[config.mk]
export PLATFORM = sky130hd
export DESIGN_NAME = ps2_rx_fifo
export DESIGN_NICKNAME = d
export VERILOG_FILES = /design/src/rtl/ps2_pkg.sv /design/src/rtl/ps2_sync_edge.sv /design/src/rtl/ps2_rx_fifo.sv
export SDC_FILE = /design/constraint.sdc
export NUM_CORES = 1
export LEC_CHECK = 0
export ABC_AREA = 0
export CAP_MARGIN = 20
export CORE_MARGIN = 5
export CORE_UTILIZATION = 55
export DETAILED_ROUTE_END_ITERATION = 7
export GPL_ROUTABILITY_DRIVEN = 0
export PLACE_DENSITY = 0.73
export SETUP_SLACK_MARGIN = 0.3
export SYNTH_ARGS = -nofsm -noshare
export SYNTH_HDL_FRONTEND = slang
export SYNTH_SLANG_ARGS = --single-unit
[constraint.sdc]
create_clock -name clk -period 3.05 [get_ports clk]
set_clock_uncertainty 0.1 [all_clocks]
set_input_delay 0.4575 -clock clk [delete_from_list [all_inputs] [get_ports clk]]
set_output_delay 0.4575 -clock clk [all_outputs]
set_load 0.005 [all_outputs]
[src/rtl/ps2_pkg.sv]
// Shared PS/2 receiver definitions: FSM state type, frame constants and the
// scan-code prefixes also used by the downstream decoder.
package ps2_pkg;

  typedef enum logic [1:0] {IDLE, DATA, PARITY, STOP} ps2_rx_state_t;

  localparam int         PS2_FRAME_BITS = 11;
  localparam logic [7:0] PS2_BREAK      = 8'hF0;
  localparam logic [7:0] PS2_EXT        = 8'hE0;

  // PS/2 uses odd parity: data bits plus parity bit must hold an odd number of ones.
  function automatic logic odd_parity_ok(input logic [7:0] b, input logic p);
    return ^{b, p};
  endfunction

endpackage

[src/rtl/ps2_sync_edge.sv]
// Two-flop synchronisers for the raw PS/2 pins plus a one-cycle pulse on each
// falling edge of the synchronised PS/2 clock.
module ps2_sync_edge (
  input  logic clk,
  input  logic rst,
  input  logic i_ps2_clk,
  input  logic i_ps2_data,
  output logic o_ps2_data,
  output logic o_fall
);

  logic r_clk_meta, r_clk_sync, r_clk_prev;
  logic r_data_meta, r_data_sync;

  // Everything resets to the idle-high level so leaving reset never looks like an edge.
  always_ff @(posedge clk) begin
    if (rst) begin
      r_clk_meta  <= 1'b1;
      r_clk_sync  <= 1'b1;
      r_clk_prev  <= 1'b1;
      r_data_meta <= 1'b1;
      r_data_sync <= 1'b1;
    end else begin
      // NOTE: non-blocking assignments make each flop sample the previous stage's old value,
      // which is what builds the shift chain; blocking would collapse it into one flop.
      r_clk_meta  <= i_ps2_clk;
      r_clk_sync  <= r_clk_meta;
      r_clk_prev  <= r_clk_sync;
      r_data_meta <= i_ps2_data;
      r_data_sync <= r_data_meta;
    end
  end

  assign o_ps2_data = r_data_sync;
  assign o_fall     = r_clk_prev & ~r_clk_sync;

endmodule

[src/rtl/ps2_rx_fifo.sv]
// PS/2 device-to-host receiver: deframes 11-bit frames, checks odd parity and
// queues good bytes in a small FIFO drained by an active-low pop strobe.
module ps2_rx_fifo
  import ps2_pkg::*;
#(
  parameter int DEPTH       = 8,
  parameter int TIMEOUT_CYC = 50000
) (
  input  logic       clk,
  input  logic       rst,
  input  logic       ps2_clk,
  input  logic       ps2_data,
  input  logic       nextdata_n,
  output logic [7:0] data,
  output logic       ready,
  output logic       overflow,
  output logic       frame_err
);

  localparam int AW = $clog2(DEPTH);
  localparam int CW = AW + 1;
  localparam int TW = $clog2(TIMEOUT_CYC);

  logic          w_ps2_data, w_fall;
  ps2_rx_state_t r_state;
  logic [2:0]    r_bitcnt;
  logic [7:0]    r_shift;
  logic          r_parity;
  logic [TW-1:0] r_timer;
  logic          r_frame_err;

  ps2_sync_edge u_sync (
    .clk        (clk),
    .rst        (rst),
    .i_ps2_clk  (ps2_clk),
    .i_ps2_data (ps2_data),
    .o_ps2_data (w_ps2_data),
    .o_fall     (w_fall)
  );

  logic w_frame_good, w_push;
  assign w_frame_good = w_ps2_data & odd_parity_ok(r_shift, r_parity);
  assign w_push       = w_fall & (r_state == STOP) & w_frame_good;

  // Frame deframer; the timer only runs mid-frame and restarts on every PS/2 clock fall.
  always_ff @(posedge clk) begin
    if (rst) begin
      r_state     <= IDLE;
      r_bitcnt    <= '0;
      r_shift     <= '0;
      r_parity    <= 1'b0;
      r_timer     <= '0;
      r_frame_err <= 1'b0;
    end else if (w_fall) begin
      r_timer <= '0;
      case (r_state)
        IDLE: if (!w_ps2_data) begin
          r_state  <= DATA;
          r_bitcnt <= '0;
        end
        DATA: begin
          r_shift  <= {w_ps2_data, r_shift[7:1]};
          r_bitcnt <= r_bitcnt + 3'd1;
          if (r_bitcnt == 3'd7) r_state <= PARITY;
        end
        PARITY: begin
          r_parity <= w_ps2_data;
          r_state  <= STOP;
        end
        STOP: begin
          if (!w_frame_good) r_frame_err <= 1'b1;
          r_state <= IDLE;
        end
        default: r_state <= IDLE;
      endcase
    end else if (r_state != IDLE) begin
      if (r_timer == TW'(TIMEOUT_CYC - 1)) begin
        r_state <= IDLE;
        r_timer <= '0;
      end else begin
        r_timer <= r_timer + TW'(1);
      end
    end
  end

  logic [7:0]    r_mem [DEPTH];
  logic [AW-1:0] r_wr_ptr, r_rd_ptr;
  logic [CW-1:0] r_count, w_count_next;
  logic          r_ready, r_overflow;
  logic          w_pop, w_full, w_wr_en;

  assign w_pop   = r_ready & ~nextdata_n;
  assign w_full  = (r_count == CW'(DEPTH));
  assign w_wr_en = w_push & (~w_full | w_pop);

  always_comb begin
    // NOTE: assigning a default before the ifs keeps this purely combinational (no latch).
    w_count_next = r_count;
    if (w_wr_en && !w_pop)      w_count_next = r_count + CW'(1);
    else if (!w_wr_en && w_pop) w_count_next = r_count - CW'(1);
  end

  // NOTE: the storage array has no reset; pointers and count define what is valid,
  // and leaving it unreset lets it map onto plain RAM/LUT storage.
  always_ff @(posedge clk) begin
    if (w_wr_en) r_mem[r_wr_ptr] <= r_shift;
  end

  always_ff @(posedge clk) begin
    if (rst) begin
      r_wr_ptr   <= '0;
      r_rd_ptr   <= '0;
      r_count    <= '0;
      r_ready    <= 1'b0;
      r_overflow <= 1'b0;
    end else begin
      if (w_wr_en) r_wr_ptr <= r_wr_ptr + AW'(1);
      if (w_pop)   r_rd_ptr <= r_rd_ptr + AW'(1);
      if (w_push && !w_wr_en) r_overflow <= 1'b1;
      r_count <= w_count_next;
      r_ready <= (w_count_next != '0);
    end
  end

  assign data      = r_mem[r_rd_ptr];
  assign ready     = r_ready;
  assign overflow  = r_overflow;
  assign frame_err = r_frame_err;

endmodule

==> results.cfg <==
[placed_design]
dpl_cell_area_um2 = 5130
dp_hpwl_um = 5560
preCtsSetupSlack_ns = 0.548
numPortBuffers = 15
post-place-cells = 477

[clock_network]
hold_buffers = 0
clockBufferDepth = 2
cts_tree = done
cts_buffers = 17
cts.sinks = 115
clock_latency_ns = 0.50
clkSlewWorstSetupHoldPaths_ns = 0.06
cts_htree_levels = 4
clockRootBuffer = clkbuf_8

[synth]
ys_ff_latch = 115
synth_area_leaders = edfxtp_1, dfxtp_1, mux4_2
syn-mean-instance-area_um2 = 13.5
async_reset_ff_frac = 0
syn_area_um2 = 4740
syn_inst = 352
ys_types = 43
seq_area_frac_synth = 0.620
syn_nets = 368
synth_top_area_share = 0.405
ys_warn_count = 0
synth_ff_type = edfxtp_1
synth_area_leader_cell = edfxtp_1
synth-edff-count = 64

[setup_path]
cp_max_fo = 7
cp_slowest_cell = mux4_2
crit_type = reg -> out
setup.worst_path.start_class = register
slowest_delay_ns = 0.49
worstPathArrival_ns = 2.15
worstPathRequired_ns = 2.49
worstSetupEndpointType = primary output
cp_cell_sequence = buf_12, buf_4, mux4_2, mux2_2, dlygate4sd2_1
r2r_setup_slack_ns = 0.56

[timing]
fin_crit_ns = 2.71
rsz0062_at_grt = yes
fmax_ghz = 0.369
layout_setup_ws_ns = 0.343
finalHoldViolCount = 0
fin_crit_sh = 0.888
tightest_slew_ns = 0.530
slew_violations = 0
setup_viol_count_final = 0
slew-limit-headroom = 0.647
tns_ns = 0

[grt]
grt_pass1_vias = 2841
antenna_found_initial = 0
grt-ovfl-total = 0
grt_max_degree = 34
track_usage = 0.182
grt_pass1_wl_um = 14300

[die]
die_y_um = 103
fp.dieW_um = 103
start_util = 0.572
core_area_um2 = 8300
die_area_um2 = 10600
rows = 33
top_level_ports = 16

[route]
post_drt_wl_per_cell_um = 16.5
dr_total_vias = 2764
vias_per_cell = 5.35
wl_met2_um = 4430
drt_first_pass_iters = 4
route.met3.wl_um = 185
top_layer = met4
ant_nets = 0
drt_iter0_drc = 97
drcViolationCount = 0
routed_wl_um = 8550
met1_length_um = 3890

[power]
power_density_nw_per_um2 = 716
ir_drop_uv = 418
p_leak_nw = 2.13

[final_layout]
fin_cells = 517
design_area_um2 = 5860
finalNetCount = 415
final_common_cell = edfxtp_1
n_antenna_cell = 0
layout-drive-gt1-share = 0.243
syn_to_final_growth_pct = 23.6
final_core_util = 0.706
final.fill_count = 549
final_cell_mix = edfxtp_1, dfxtp_1, nor2_1, nand2_1, buf_4

[flow_run]
drv_cap = 0

[status]
outcome = finished, final reports clean

[min_path]
hp-class = reg -> reg
-- sequential cells by signal, indices dropped and copies added, names as in the netlist, 2 cells and up, named ones only --
signal / count
r_bitcnt: 3
r_count: 4
r_mem: 64
r_rd_ptr: 3
r_shift: 8
r_state: 2
r_timer: 16
r_wr_ptr: 3
-- where the power goes --
| part | switching [mW] | internal, mW |
|---|---|---|
| combinational | 0.179 | 0.270 |
| sequential | 0.0345 | 1.66 |
| clock | 0.699 | 1.36 |
-- worst paths after layout --
kind                     start                end  cells past startpoint
min reg2reg  u_sync.r_clk_meta  u_sync.r_clk_sync                      1
max                   register            data[0]                      5
min          u_sync.r_clk_meta  u_sync.r_clk_sync                      1
max reg2reg         r_shift[4]        r_mem[0][5]                      7
-- cell usage after synthesis (all sizes together), types with 7 or more instances --
| master | n |
|---|---|
| nor2 | 39 |
| a21oi | 14 |
| edfxtp | 64 |
| nand2b | 7 |
| mux2 | 10 |
| xnor2 | 13 |
| dfxtp | 51 |
| xor2 | 13 |
| ha | 11 |
| clkbuf | 12 |
| nor2b | 7 |
| or2 | 7 |
| nand2 | 27 |
| nand3 | 19 |
| mux4 | 16 |
-- timing repair --
item / CTS / global route
cloned: 1 / 0
endpoints found under the setup margin: 8 / 3
buffers inserted: 5 / 2
resized for setup: 17 / 4
-- layer usage --
metal | GRT usage | vias to the layer above
met5 | 0 | -
met4 | 0.0598 | 0
met3 | 0.0528 | 4
met2 | 0.307 | 32
met1 | 0.228 | 1365
li1 | - | 1363
-- cell families (layout without fill, tap and decap cells) --
family	count (synthesis)	in the layout	share of synthesized area
muxes	32	32	0.115
AOI/OAI and AO/OA	24	24	0.0356
buffers and inverters	21	81	0.0171
xor gates and xnor gates	28	28	0.0580
and+or+nand+nor	121	121	0.125
adders and majority gates	11	11	0.0290
DFF	115	115	0.620
-- worst max-delay path: cells and delay by family (launching register included) --
kind                   cells  cell delay (ns)
buffers and inverters      3             0.50
multiplexers               2             0.76
flip-flops                 1             0.39
-- final cells by class --
type | count | area (um2) | area share
sequential | 115 | 2950 | 0.503
multi-input combinational | 216 | 1740 | 0.296
inverter | 5 | 18.8 | 0.00320
clock buffer | 18 | 428 | 0.0730
timing repair buffer | 44 | 399 | 0.0681
clock inverter | 14 | 201 | 0.0344
tap | 105 | 131 | 0.0224
-- stage by stage --
| stage | hold slack (ns) | power (mW) |
|---|---|---|
| floorplan | 0.289 | 1.99 |
| global placement | 0.294 | 2.09 |
| detailed placement | 0.302 | 2.10 |
| CTS | 0.314 | 4.23 |
| global route | 0.327 | 4.36 |
| finish | 0.308 | 4.20 |
(Power assumes the default switching activity.)
